==> src/rtl/vram_arbiter_if.sv <==
// vram_arbiter_if
//   Bundles every signal of the VRAM arbiter except clock and reset.
//   - Client side: req/wr/be/addr/wdata in, ack/rdata/grant_id/busy out.
//     All per-client vectors are flattened, with client i in slice i.
//   - VRAM side: active-low strobes, address, write data with its tri-state
//     enable, and the sampled read data vram_data_in.
//   Modports:
//   - slave  : seen by the arbiter itself.
//   - master : seen by everything around it (clients plus the VRAM pins).
interface vram_arbiter_if #(
  parameter int NUM_CLIENTS = 2,
  parameter int ADDR_WIDTH  = 16,
  parameter int DATA_WIDTH  = 16
);
  localparam int BW = DATA_WIDTH / 8;
  localparam int GW = $clog2(NUM_CLIENTS);

  logic [NUM_CLIENTS-1:0]            req;
  logic [NUM_CLIENTS-1:0]            wr;
  logic [NUM_CLIENTS*BW-1:0]         be;
  logic [NUM_CLIENTS*ADDR_WIDTH-1:0] addr;
  logic [NUM_CLIENTS*DATA_WIDTH-1:0] wdata;
  logic [NUM_CLIENTS-1:0]            ack;
  logic [DATA_WIDTH-1:0]             rdata;
  logic [GW-1:0]                     grant_id;
  logic                              busy;

  logic                              _vram_en;
  logic                              _vram_rd;
  logic                              _vram_wr;
  logic [BW-1:0]                     _vram_be;
  logic [ADDR_WIDTH-1:0]             vram_addr;
  logic [DATA_WIDTH-1:0]             vram_data_out;
  logic                              vram_data_oe;
  logic [DATA_WIDTH-1:0]             vram_data_in;

  modport slave (
    input  req, wr, be, addr, wdata, vram_data_in,
    output ack, rdata, grant_id, busy,
           _vram_en, _vram_rd, _vram_wr, _vram_be,
           vram_addr, vram_data_out, vram_data_oe
  );

  modport master (
    output req, wr, be, addr, wdata, vram_data_in,
    input  ack, rdata, grant_id, busy,
           _vram_en, _vram_rd, _vram_wr, _vram_be,
           vram_addr, vram_data_out, vram_data_oe
  );
endinterface

==> src/rtl/vram_arbiter.sv <==
// vram_arbiter
//   Serialises request/acknowledge transactions from NUM_CLIENTS masters onto
//   one active-low external VRAM bus. Each access takes WAIT_STATES+1 ACCESS
//   cycles followed by one RELEASE (turnaround) cycle in which the client is
//   acked. Arbitration is fixed priority (lowest index) or round-robin.
//   Ports:
//   - clk   : system clock
//   - reset : asynchronous reset, active high
//   - bus   : vram_arbiter_if.slave (client handshake + VRAM pins)
module vram_arbiter #(
  parameter int NUM_CLIENTS = 2,
  parameter int ADDR_WIDTH  = 16,
  parameter int DATA_WIDTH  = 16,
  parameter int WAIT_STATES = 1,
  parameter int RR_MODE     = 0
) (
  input  logic          clk,
  input  logic          reset,
  vram_arbiter_if.slave bus
);
  localparam int BW = DATA_WIDTH / 8;
  localparam int GW = $clog2(NUM_CLIENTS);

  typedef enum logic [1:0] {IDLE, ACCESS, RELEASE} state_t;

  state_t                 state_q, state_d;
  logic [GW-1:0]          gid_q, gid_d;
  logic [GW-1:0]          last_q, last_d;
  logic [3:0]             cnt_q, cnt_d;
  logic [DATA_WIDTH-1:0]  rdata_q, rdata_d;

  // Transaction captured at grant time
  logic                   wr_q, wr_d;
  logic [BW-1:0]          be_q, be_d;
  logic [ADDR_WIDTH-1:0]  addr_q, addr_d;
  logic [DATA_WIDTH-1:0]  wdata_q, wdata_d;

  // Registered VRAM pins
  logic                   en_q, en_d;
  logic                   rd_q, rd_d;
  logic                   vwr_q, vwr_d;
  logic [BW-1:0]          vbe_q, vbe_d;
  logic [ADDR_WIDTH-1:0]  vaddr_q, vaddr_d;
  logic [DATA_WIDTH-1:0]  vdout_q, vdout_d;
  logic                   oe_q, oe_d;

  logic [NUM_CLIENTS-1:0] ack_vec;
  logic [NUM_CLIENTS-1:0] elig;
  logic                   found;
  logic [GW-1:0]          win;
  logic [GW-1:0]          idx;
  int                     t;

  // The client acked in RELEASE is excluded from that cycle's arbitration, so
  // a req it has not yet dropped cannot start a duplicate access.
  always_comb begin
    ack_vec = '0;
    if (state_q == RELEASE) ack_vec[gid_q] = 1'b1;
  end

  always_comb begin
    elig  = bus.req & ~ack_vec;
    found = 1'b0;
    win   = '0;
    idx   = '0;
    t     = 0;
    for (int k = 0; k < NUM_CLIENTS; k++) begin
      if (RR_MODE != 0) begin
        // Search begins just past the last winner and wraps once.
        t = int'(last_q) + 1 + k;
        if (t >= NUM_CLIENTS) t = t - NUM_CLIENTS;
        idx = GW'(t);
      end else begin
        idx = GW'(k);
      end
      if (!found && elig[idx]) begin
        found = 1'b1;
        win   = idx;
      end
    end
  end

  always_comb begin
    state_d = state_q;
    gid_d   = gid_q;
    last_d  = last_q;
    cnt_d   = cnt_q;
    rdata_d = rdata_q;
    wr_d    = wr_q;
    be_d    = be_q;
    addr_d  = addr_q;
    wdata_d = wdata_q;

    unique case (state_q)
      IDLE, RELEASE: begin
        if (found) begin
          state_d = ACCESS;
          gid_d   = win;
          last_d  = win;
          cnt_d   = '0;
          wr_d    = bus.wr[win];
          be_d    = bus.be[win*BW +: BW];
          addr_d  = bus.addr[win*ADDR_WIDTH +: ADDR_WIDTH];
          wdata_d = bus.wdata[win*DATA_WIDTH +: DATA_WIDTH];
        end else begin
          state_d = IDLE;
        end
      end
      ACCESS: begin
        if (cnt_q == 4'(WAIT_STATES)) begin
          state_d = RELEASE;
          if (!wr_q) rdata_d = bus.vram_data_in;
        end else begin
          cnt_d = cnt_q + 4'd1;
        end
      end
      default: state_d = IDLE;
    endcase

    // Pins are computed from the next state so they are registered yet line
    // up exactly with the ACCESS cycles. Address and write data keep their
    // last value outside an access.
    en_d    = 1'b1;
    rd_d    = 1'b1;
    vwr_d   = 1'b1;
    vbe_d   = '1;
    vaddr_d = vaddr_q;
    vdout_d = vdout_q;
    oe_d    = 1'b0;
    if (state_d == ACCESS) begin
      en_d    = 1'b0;
      rd_d    = wr_d;
      vwr_d   = ~wr_d;
      vbe_d   = ~be_d;
      vaddr_d = addr_d;
      if (wr_d) begin
        vdout_d = wdata_d;
        oe_d    = 1'b1;
      end
    end
  end

  always_ff @(posedge clk or posedge reset) begin
    if (reset) begin
      state_q <= IDLE;
      gid_q   <= '0;
      last_q  <= GW'(NUM_CLIENTS - 1);
      cnt_q   <= '0;
      rdata_q <= '0;
      en_q    <= 1'b1;
      rd_q    <= 1'b1;
      vwr_q   <= 1'b1;
      vbe_q   <= '1;
      vaddr_q <= '0;
      vdout_q <= '0;
      oe_q    <= 1'b0;
    end else begin
      state_q <= state_d;
      gid_q   <= gid_d;
      last_q  <= last_d;
      cnt_q   <= cnt_d;
      rdata_q <= rdata_d;
      en_q    <= en_d;
      rd_q    <= rd_d;
      vwr_q   <= vwr_d;
      vbe_q   <= vbe_d;
      vaddr_q <= vaddr_d;
      vdout_q <= vdout_d;
      oe_q    <= oe_d;
    end
  end

  // Transaction latches are only read while ACCESS, which is always entered
  // through a grant that loads them, so they need no reset.
  always_ff @(posedge clk) begin
    wr_q    <= wr_d;
    be_q    <= be_d;
    addr_q  <= addr_d;
    wdata_q <= wdata_d;
  end

  assign bus.ack           = ack_vec;
  assign bus.rdata         = rdata_q;
  assign bus.grant_id      = gid_q;
  assign bus.busy          = (state_q != IDLE);
  assign bus._vram_en      = en_q;
  assign bus._vram_rd      = rd_q;
  assign bus._vram_wr      = vwr_q;
  assign bus._vram_be      = vbe_q;
  assign bus.vram_addr     = vaddr_q;
  assign bus.vram_data_out = vdout_q;
  assign bus.vram_data_oe  = oe_q;
endmodule

==> src/flat_wrapper.sv <==
// flat-port wrapper written by rule: the top's interface ports become plain ports
module vram_arbiter_flat 
#(
  parameter int NUM_CLIENTS = 2,
  parameter int ADDR_WIDTH  = 16,
  parameter int DATA_WIDTH  = 16,
  parameter int WAIT_STATES = 1,
  parameter int RR_MODE     = 0
)
  (clk, reset, bus_req, bus_wr, bus_be, bus_addr, bus_wdata, bus_vram_data_in, bus_ack, bus_rdata, bus_grant_id, bus_busy, bus__vram_en, bus__vram_rd, bus__vram_wr, bus__vram_be, bus_vram_addr, bus_vram_data_out, bus_vram_data_oe);
  vram_arbiter_if #(.NUM_CLIENTS(NUM_CLIENTS), .ADDR_WIDTH(ADDR_WIDTH), .DATA_WIDTH(DATA_WIDTH)) bus_i ();
  input  logic clk;
  input  logic reset;
  input wire logic [$bits(bus_i.req)-1:0] bus_req;
  input wire logic [$bits(bus_i.wr)-1:0] bus_wr;
  input wire logic [$bits(bus_i.be)-1:0] bus_be;
  input wire logic [$bits(bus_i.addr)-1:0] bus_addr;
  input wire logic [$bits(bus_i.wdata)-1:0] bus_wdata;
  input wire logic [$bits(bus_i.vram_data_in)-1:0] bus_vram_data_in;
  output wire logic [$bits(bus_i.ack)-1:0] bus_ack;
  output wire logic [$bits(bus_i.rdata)-1:0] bus_rdata;
  output wire logic [$bits(bus_i.grant_id)-1:0] bus_grant_id;
  output wire logic [$bits(bus_i.busy)-1:0] bus_busy;
  output wire logic [$bits(bus_i._vram_en)-1:0] bus__vram_en;
  output wire logic [$bits(bus_i._vram_rd)-1:0] bus__vram_rd;
  output wire logic [$bits(bus_i._vram_wr)-1:0] bus__vram_wr;
  output wire logic [$bits(bus_i._vram_be)-1:0] bus__vram_be;
  output wire logic [$bits(bus_i.vram_addr)-1:0] bus_vram_addr;
  output wire logic [$bits(bus_i.vram_data_out)-1:0] bus_vram_data_out;
  output wire logic [$bits(bus_i.vram_data_oe)-1:0] bus_vram_data_oe;
  assign bus_i.req = bus_req;
  assign bus_i.wr = bus_wr;
  assign bus_i.be = bus_be;
  assign bus_i.addr = bus_addr;
  assign bus_i.wdata = bus_wdata;
  assign bus_i.vram_data_in = bus_vram_data_in;
  assign bus_ack = bus_i.ack;
  assign bus_rdata = bus_i.rdata;
  assign bus_grant_id = bus_i.grant_id;
  assign bus_busy = bus_i.busy;
  assign bus__vram_en = bus_i._vram_en;
  assign bus__vram_rd = bus_i._vram_rd;
  assign bus__vram_wr = bus_i._vram_wr;
  assign bus__vram_be = bus_i._vram_be;
  assign bus_vram_addr = bus_i.vram_addr;
  assign bus_vram_data_out = bus_i.vram_data_out;
  assign bus_vram_data_oe = bus_i.vram_data_oe;
  vram_arbiter #(.NUM_CLIENTS(NUM_CLIENTS), .ADDR_WIDTH(ADDR_WIDTH), .DATA_WIDTH(DATA_WIDTH), .WAIT_STATES(WAIT_STATES), .RR_MODE(RR_MODE)) u_core (.clk(clk), .reset(reset), .bus(bus_i));
endmodule
==> config.mk <==
export PLATFORM = sky130hd
export DESIGN_NAME = vram_arbiter_flat
export DESIGN_NICKNAME = d
export VERILOG_FILES = /design/src/rtl/vram_arbiter_if.sv /design/src/rtl/vram_arbiter.sv /design/src/flat_wrapper.sv
export SDC_FILE = /design/constraint.sdc
export NUM_CORES = 1
export LEC_CHECK = 0
export CAP_MARGIN = 20
export CORE_UTILIZATION = 47
export CTS_BUF_LIST = sky130_fd_sc_hd__clkbuf_4 sky130_fd_sc_hd__clkbuf_8 sky130_fd_sc_hd__clkbuf_16
export CTS_CLUSTER_DIAMETER = 30
export DETAILED_ROUTE_END_ITERATION = 12
export GPL_TIMING_DRIVEN = 1
export PLACE_DENSITY = 0.81
export SYNTH_ARGS = -nofsm -noshare
export SYNTH_HDL_FRONTEND = slang
export SYNTH_SLANG_ARGS = --single-unit
==> constraint.sdc <==
create_clock -name clk -period 2.5 [get_ports clk]
set_input_delay 0.625 -clock clk [delete_from_list [all_inputs] [get_ports clk]]
set_output_delay 0.625 -clock clk [all_outputs]
set_load 0.01 [all_outputs]
==> results by group, run 1 <==
Synthesis
  • EDFF count, synth: 0
  • Synthesized area per cell: about 9 um2
  • Synth Cell Area: approximately 4700 um2
  • Synth Area in Adders: less than 1%
  • Simple-Gate Fraction of Synth Area: between 10% and 20%
  • Share of the synthesized area in the top cell type: 29.9%
  • Post-synth top cells: nand2_1, nor2_1, dfrtp_1
  • Post-synthesis xor/xnor area fraction: 0.187%
  • Yosys warning count: 0
  • Dominant synthesized flop cell: dfrtp_1
  • Synth Instances: around 510
  • Most frequent cell after synthesis: nand2_1
  • Seq cells post-synth: 96
  • Post-synthesis mux area share: 5.32%
  • Compound-gate portion of the synthesized area: 25.6%
  • Part of the Yosys area used for sequential elements: 47.7%
  • Cell variety after synth: 46
  • Largest area contributor in the netlist: dfrtp_1
  • Syn Nets: approximately 600
  • Largest cells by area after synthesis: dfrtp_1, dfxtp_1, nand2_1
  • Fraction of registers with async set/reset: between 60% and 70%
  • Largest family of logic cells by synthesized area: compound AO/OA/AOI/OAI gates

Cells and area
  • ANT cells: 0
  • Layout cells sized above 1: about a tenth
  • Post-route cell area: roughly 6600 um2
  • P&R area growth vs syn: 40.3%
  • Final non-filler cell total: roughly 780
  • Final nets: roughly 740

STA
  • Setup tns final: 0 ns
  • Period minus WS final: roughly 2.4 ns
  • Least-Margin Pin Slew: approximately 0.77 ns
  • Max Freq: slightly above 0.4 GHz
  • RSZ-0062 raised after global routing: false
  • Min Hold Slack: 0.470 ns
  • Hold Fails Final Rpt: 0
  • Worst Clk Skew: 0.0140 ns
  • Max Slew Vio Count: 0
  • Setup Viol. Count Final: 0
  • Fin crit share: slightly below 100%
  • Relative slew margins: a little under 50%

Route
  • Vias per Instance: around 5.7
  • Iteration-0 DRC Markers: between 200 and 300
  • Residual DRC: 0
  • Detailed Route WL: 13.0 mm
  • DR vias: ~4500
  • WL/cell: approximately 17 um
  • Pre-antenna DRT Iters: 5
  • Post-route ant nets: 0

Clocking
  • CTS tree: built
  • Cts hold-fix bufs: 0
  • Setup Fix Bufs, Post-CTS: 0
  • CTS Sinks: 96
  • Root Buffer Master: clkbuf_8
  • Post-CTS sizing: 0
  • Skew-Pair Late Insertion Delay: ~0.36 ns
  • Cts bufs inserted: 9
  • Longest Clk Path Bufs: 2
  • CTS H-tree depth: 3
  • Reg clk slew, reported paths: approximately 0.11 ns

Status
  • Status: completed

Worst setup path
  • Worst path bufs/invs: 1
  • CP top delay family: buffers and inverters
  • Startpoint Class: register
  • Crit-path slowest cell: clkdlybuf4s50_1
  • Arrival time worst endpoint: between 1.5 and 2 ns
  • Maximum fanout along the worst path: 10
  • Worst r2r src: u_core.cnt_q[1]$_DFFE_PP0P_
  • Max incr delay on CP: roughly 0.57 ns
  • Cells on worst reg2reg path: 6
  • Worst path required time: around 1.9 ns
  • Setup CP Type: register to output port
  • Critical Path End Type: output port
  • R2R Setup Slk: 0.45 ns
  • Critical-path cell list: nand2b_1 > nor2_1 > clkdlybuf4s50_1
  • Crit path depth: 3
  • R2R Path End: u_core.bus.rdata[12]$_DFFE_PP0P_

Min path
  • WHS Endpoint: u_core.bus.vram_data_out[0]$_DFFE_PP0P_
  • Hold_sp: u_core.wdata_q[0]$_DFF_P_
  • Hold Path Stages: 2
  • Hold Path Class: register to register

Floorplan
  • Die area: between 10000 and 15000 um2
  • Core area: between 9000 and 10000 um2
  • Num ports: ~150
  • Chip height: just over 100 um
  • Starting Density: slightly below 50%
  • Row count: 36
  • Die X: roughly 100 um

Placement
  • Placed Instances: 768
  • Hpwl dp: between 9 and 10 mm
  • Placed inst area: 6350 um2
  • Global placer's final weighted congestion: 0.817
  • PortBufs: 147

Global route
  • Global route total overflow: 0
  • First-pass GRT wire length: approximately 21 mm
  • Number of global-route vias before repair: ~4300
  • Pin count of the biggest net entering global routing: 35
  • Gr usage total: around a quarter
  • Initial antenna violation count: 0

Power
  • Worst vdd ir: about 0.5 mV
  • Overall power consumption: just under 8 mW
  • P per Cell Area: around 1200 nW/um2
  • P_leak: approximately 2.7 nW

Run
  • Max-cap violations: 0
-- sequential cells by signal (all words and copies together), names as in the netlist, 2 cells and up --
name,flops
u_core.bus.vram_data_out,16
u_core.cnt_q,4
u_core.be_q,2
u_core.state_q,2
u_core.bus.rdata,16
u_core.wdata_q,16
u_core.bus.vram_addr,16
u_core.addr_q,16
u_core.bus._vram_be,2
-- area by class of cell --
type / instances / area [um2]
multi-input combinational: 359 / 2220
timing repair buffer: 173 / 1700
sequential: 96 / 2230
inverter: 7 / 26.3
clock inverter: 6 / 71.3
tap: 133 / 166
clock buffer: 10 / 149
fill: 771 / 3160
-- where the power goes --
group          switching, mW  internal, mW
logic                   1.91          2.00
registers              0.498          2.39
clock network          0.578         0.536
-- routing by layer --
layer | track usage, % | vias to the layer above | routed length, um
met2 | 43.1 | 217 | 6350
li1 | - | 2112 | -
met3 | 4.69 | 23 | 988
met5 | 0 | - | 0
met1 | 33.0 | 2135 | 5380
met4 | 8.36 | 0 | 232
-- cells in the final DEF (no fill, tap or decap), drive strengths merged, types with 2 or more instances in the layout --
| cell | instances |
|---|---|
| a2111oi | 16 |
| a211o | 4 |
| a211oi | 32 |
| a21oi | 21 |
| a31oi | 16 |
| buf | 26 |
| clkbuf | 10 |
| clkdlybuf4s50 | 147 |
| dfrtp | 56 |
| dfstp | 5 |
| dfxtp | 35 |
| ha | 2 |
| inv | 10 |
| mux2 | 17 |
| mux2i | 2 |
| nand2 | 99 |
| nand2b | 4 |
| nor2 | 57 |
| nor2b | 3 |
| o211a | 16 |
| o211ai | 17 |
| o21ai | 20 |
| o2bb2ai | 16 |
| or2 | 2 |
-- worst max path at each step --
stage	start	to
3_3_place_gp	bus_req[1]	u_core.bus.vram_addr[0]$_DFFE_PP0N_
5_1_grt	u_core.state_q[0]$_DFF_PP0_	bus_ack[0]
3_5_place_dp	bus_req[1]	u_core.bus.vram_addr[14]$_DFFE_PP0N_
6_report	u_core.state_q[0]$_DFF_PP0_	bus_ack[0]
4_1_cts	u_core.state_q[0]$_DFF_PP0_	bus_ack[0]
2_1_floorplan	reset	u_core.bus.grant_id$_DFFE_PP0P_
-- worst register-to-register path, delay by kind of cell (launching register included) --
kind / cells / cell delay, ns
simple gates: 2 / 0.71
flops: 1 / 0.41
mux: 1 / 0.35
buf+inv: 2 / 0.31
fa+ha+maj: 1 / 0.18
-- kinds of logic (layout without fill, tap and decap cells) --
| family | Yosys count | after routing |
|---|---|---|
| multiplexers | 19 | 19 |
| adder cells (fa/ha/maj) | 2 | 2 |
| buffers and inverters | 56 | 196 |
| flip-flops | 96 | 96 |
| AO/OA/AOI/OAI | 163 | 163 |
| XOR/XNOR | 1 | 1 |
| AND/OR/NAND/NOR | 174 | 174 |
-- metrics by stage --
stage / worst slack, ns / util (%)
CTS: 0.0808 / 67.5
finish: 0.0740 / 67.5
floorplan: 0.370 / -
global placement: 0.0454 / 65.3
detailed placement: -0.0725 / 65.3
global route: 0.0432 / 67.5
(Power assumes the default switching activity.)
==> run 2: changes to the inputs <==
--- a/config.mk
+++ b/config.mk
@@ -12,6 +12,7 @@
 export DETAILED_ROUTE_END_ITERATION = 12
 export GPL_TIMING_DRIVEN = 1
 export PLACE_DENSITY = 0.81
+export SKIP_CTS_REPAIR_TIMING = 1
 export SYNTH_ARGS = -nofsm -noshare
 export SYNTH_HDL_FRONTEND = slang
 export SYNTH_SLANG_ARGS = --single-unit
==> results of run 2 <==
No change in the layout: final DEF, timing and power equal those of run 1.
==> run 3: changes to the inputs <==
--- a/config.mk
+++ b/config.mk
@@ -6,12 +6,13 @@
 export NUM_CORES = 1
 export LEC_CHECK = 0
 export CAP_MARGIN = 20
-export CORE_UTILIZATION = 47
+export CORE_UTILIZATION = 59
 export CTS_BUF_LIST = sky130_fd_sc_hd__clkbuf_4 sky130_fd_sc_hd__clkbuf_8 sky130_fd_sc_hd__clkbuf_16
 export CTS_CLUSTER_DIAMETER = 30
 export DETAILED_ROUTE_END_ITERATION = 12
+export DONT_BUFFER_PORTS = 1
 export GPL_TIMING_DRIVEN = 1
-export PLACE_DENSITY = 0.81
+export PLACE_DENSITY = 0.75
 export SKIP_CTS_REPAIR_TIMING = 1
 export SYNTH_ARGS = -nofsm -noshare
 export SYNTH_HDL_FRONTEND = slang
==> run 3 against run 2 <==
Against the previous run: highest routed layer unchanged; clock-buffer cell count shrank 1; largest cell class unchanged; global-route usage grew 2.7 points; routed wire length decreased by 13%; critical endpoint unchanged; hold slack lost 0.27 ns.
==> results by group, run 3 (same netlist as run 1, synthesis figures left out) <==
Worst setup path
  • Crit-path slowest cell: dfrtp_1
  • R2R Setup Slk: 0.38 ns
  • Setup CP Type: register to output port
  • Max incr delay on CP: roughly 0.50 ns
  • CP top delay family: flip-flops
  • Arrival time worst endpoint: 1.62 ns
  • Worst path required time: 1.88 ns
  • Critical Path End Type: output port
  • Worst path bufs/invs: 2
  • Startpoint Class: register
  • CP dominant cell by count: buf_4
  • Maximum fanout along the worst path: 15
  • Critical-path cell list: nand2b_1 > buf_4 > nor2_1 > buf_4

Global route
  • Met1 usage: a little over a third
  • Pin count of the biggest net entering global routing: between 60 and 70
  • First-pass GRT wire length: around 18 mm
  • Initial antenna violation count: 0
  • Met3 usage: approximately 6.4%
  • Gr usage total: 28.2%
  • GRT Max-Usage Layer: met2
  • Global route total overflow: 0
  • Number of global-route vias before repair: ~3700
  • Met2 layer usage reported by global route: a little under half

Placement
  • PortBufs: 0
  • Hpwl dp: between 7 and 8 mm
  • Placed Instances: about 590
  • Global placer's final weighted congestion: between 0.8 and 0.9

Clocking
  • CTS Sinks: 96
  • Reg clk slew, reported paths: around 0.10 ns
  • CTS tree: built
  • CTS H-tree depth: 3
  • Root Buffer Master: clkbuf_8
  • Cts bufs inserted: 9
  • Skew-Pair Late Insertion Delay: about 0.36 ns
  • Longest Clk Path Bufs: 2

Floorplan
  • Num ports: approximately 150
  • Chip height: around 91 um
  • Core area: slightly below 8000 um2
  • Die area: about 8300 um2
  • Starting Density: ~60%
  • Row count: 32
  • Die X: 91.1 um

STA
  • Setup Viol. Count Final: 0
  • Max Slew Vio Count: 0
  • Worst Clk Skew: roughly 0.011 ns
  • Setup tns final: 0 ns
  • Period minus WS final: between 2 and 2.5 ns
  • RSZ-0062 raised after global routing: false
  • Least-Margin Pin Slew: 0.977 ns
  • Fin crit share: between 80% and 90%
  • Relative slew margins: around a third
  • Max Freq: 0.445 GHz
  • Hold Fails Final Rpt: 0
  • Min Hold Slack: 0.200 ns

Min path
  • Hold Path Class: input pin to async pin

Cells and area
  • Most common cell after layout, fill and taps aside: nand2_1
  • ANT cells: 0
  • Layout cells sized above 1: between 10% and 20%
  • Final nets: slightly below 600
  • P&R area growth vs syn: 7.22%
  • Final non-filler cell total: roughly 600
  • Commonest cells after routing, fill and taps aside: nand2_1, nor2_1, dfrtp_1

Status
  • Status: completed

Route
  • WL/cell: around 19 um
  • Iteration-0 DRC Markers: about 260
  • DR vias: roughly 3800
  • Detailed Route WL: 11.3 mm
  • Post-route ant nets: 0
  • Vias per Instance: between 6 and 7
  • Residual DRC: 0
  • Pre-antenna DRT Iters: 5

Run
  • Max-cap violations: 0

Power
  • Worst vdd ir: ~0.66 mV
  • P per Cell Area: approximately 1300 nW/um2
  • P_leak: 2.15 nW
-- run 3: changes by cell type in the layout (fill, tap and decap cells not counted), sizes merged --
| cell | delta |
|---|---|
| buf | -3 |
| clkdlybuf4s50 | -147 |
| clkinvlp | -1 |
| clkinv | +1 |
| inv | +1 |
| clkbuf | -1 |
-- run 3: per-layer routing --
metal / routed length (um) / up-vias
li1: - / 1809
met1: 4700 / 1816
met2: 5490 / 163
met3: 870 / 16
met4: 191 / 0
met5: 0 / -
-- run 3: metrics by stage --
step | setup WS [ns] | utilization, % | cell area, um2 | total power, mW
2_1_floorplan | 0.370 | - | 4680 | 5.07
3_3_place_gp | 0.359 | 62.6 | 4810 | 5.61
3_5_place_dp | 0.270 | 62.6 | 4810 | 5.76
4_1_cts | 0.242 | 65.3 | 5020 | 6.82
5_1_grt | 0.186 | 65.3 | 5020 | 7.27
6_report | 0.253 | 65.3 | 5020 | 6.76
-- run 3: path summary, 6_finish.rpt --
check	from	end	cells past startpoint
setup / recovery	u_core.state_q[0]$_DFF_PP0_	bus_ack[0]	4
hold / removal	reset	u_core.bus.rdata[0]$_DFFE_PP0P_	1
setup reg to reg	u_core.state_q[1]$_DFF_PP0_	u_core.bus._vram_rd$_DFF_PP1_	5
hold reg to reg	u_core.addr_q[6]$_DFF_P_	u_core.addr_q[6]$_DFF_P_	2
max in group asynchronous	reset	u_core.bus._vram_en$_DFF_PP1_	2
min in group clk	bus_vram_data_in[14]	u_core.bus.rdata[14]$_DFFE_PP0P_	1
-- run 3: report_power, final --
part / total (mW) / switching (mW) / internal (mW)
Sequential: 3.12 / 0.732 / 2.39
Combinational: 2.58 / 1.46 / 1.13
Clock: 1.06 / 0.571 / 0.484
Total: 6.76 / 2.76 / 4.00
-- run 3: area by class of cell --
| type | count | area (um2) |
|---|---|---|
| Timing Repair Buffer | 23 | 198 |
| Fill cell | 654 | 2670 |
| Clock buffer | 9 | 124 |
| Clock inverter | 7 | 85.1 |
| Sequential cell | 96 | 2230 |
| Inverter | 7 | 26.3 |
| Multi-Input combinational cell | 359 | 2220 |
| Tap cell | 102 | 128 |
==> patch, RTL diff (settings of run 3) <==
Re-encode `state_t` (3 states) as one-hot, 3 bits wide.
--- a/src/rtl/vram_arbiter.sv
+++ b/src/rtl/vram_arbiter.sv
@@ -21,7 +21,7 @@
   localparam int BW = DATA_WIDTH / 8;
   localparam int GW = $clog2(NUM_CLIENTS);
 
-  typedef enum logic [1:0] {IDLE, ACCESS, RELEASE} state_t;
+  typedef enum logic [2:0] {IDLE = 3'b001, ACCESS = 3'b010, RELEASE = 3'b100} state_t;
 
   state_t                 state_q, state_d;
   logic [GW-1:0]          gid_q, gid_d;
Check against the original RTL: same outputs for any inputs over 4 cycles, from zero or initial values and one cycle with reset high; so few cycles prove little.
==> patch against run 3 <==
  * Sequential power decreased by 5%
  * Synthesized area decreased by 18%
  * Clock power decreased by 7%
  * Sequential cell count increased by 1
  * Routed wire length decreased by 39%
  * Global-route usage decreased by 7.0 points
  * Count of clock-buffer cells in the layout unchanged
  * Setup slack got worse by 76 ps
  * Synthesized cell count decreased by 39%
  * Sequential share of layout area increased by 9.7 points
  * Utilization increased by 3.1 points
  * Design area decreased by 17%
  * Total power decreased by 15%
  * Critical endpoint is now u_core.bus.vram_data_out[7]$_DFFE_PP0P_
  * Largest cell class unchanged
==> patch: results (changes against run 3) <==
- Inst Count DP: 380 (-35%)
- Status: finished, final reports clean
- Fraction of area in registers: 54.2% (+9.7 points)
- Vias per inst: 5.72 (-9.4%)
- Post-layout instance area: 0.00417 mm² (-17%)
- Max VDD drop: 0.787 mV (+20%)
- Post-Synth Adder-Cell Area: 0.654% (+0.12 points)
- Relative slew slack: 54.3% (+19 points)
- Setup slack, reg-to-reg: 180 ps (-200 ps)
- Cell family with most CP delay: multiplexers
- Layout cells sized above 1: 24.9% (+12 points)
- Crit path max fanout: 18 (+3)
- Post-DP Area: 0.00398 mm² (-17%)
- Arr. time, crit path: 2570 ps (+950 ps)
- FMAX: 431 MHz (-3.3%)
- Met1 WL: 2.95 mm (-37%)
- Buffers excl. clock: 11 (-52%)
- Nets: 408 (-31%)
- M3 GR Usage: 8.13% (+1.7 points)
- Pre-CTS setup slack: 118 ps (-152 ps)
- Worst reg2reg path depth: 6 (+1)
- Comb power: 1840 µW (-29%)
- First drt pass iteration count: 4 (-1)
- Avg Cell Area, Syn: 12.3 µm² (+35%)
- First-pass GRT wire length: 10.5 mm (-43%)
- Clock-cell share of area: 4.62% (+0.46 points)
- Data buffer area share: 2.88% (-1.1 points)
patch: cell types whose count changed in the layout (fill, tap and decap cells not counted), moves of 17 or more:
cell      delta
a211oi_1    -32
mux2_2      +40
mux2i_1     +31
nand2_1     -93
nor2_1      -19
o211ai_1    -17
o21ai_0     -18
patch: worst min-delay path by stage:
stage	to	from	slack, ps	depth (start not counted)
2_1_floorplan	u_core.wdata_q[8]$_DFF_P_	u_core.wdata_q[8]$_DFF_P_	450	1
3_3_place_gp	u_core.wdata_q[9]$_DFF_P_	u_core.wdata_q[9]$_DFF_P_	470	2
3_5_place_dp	u_core.addr_q[3]$_DFF_P_	u_core.addr_q[3]$_DFF_P_	470	2
4_1_cts	u_core.bus.rdata[10]$_DFFE_PP0P_	reset	260	1
5_1_grt	u_core.bus.rdata[10]$_DFFE_PP0P_	reset	290	1
6_report	u_core.bus.rdata[10]$_DFFE_PP0P_	reset	240	1
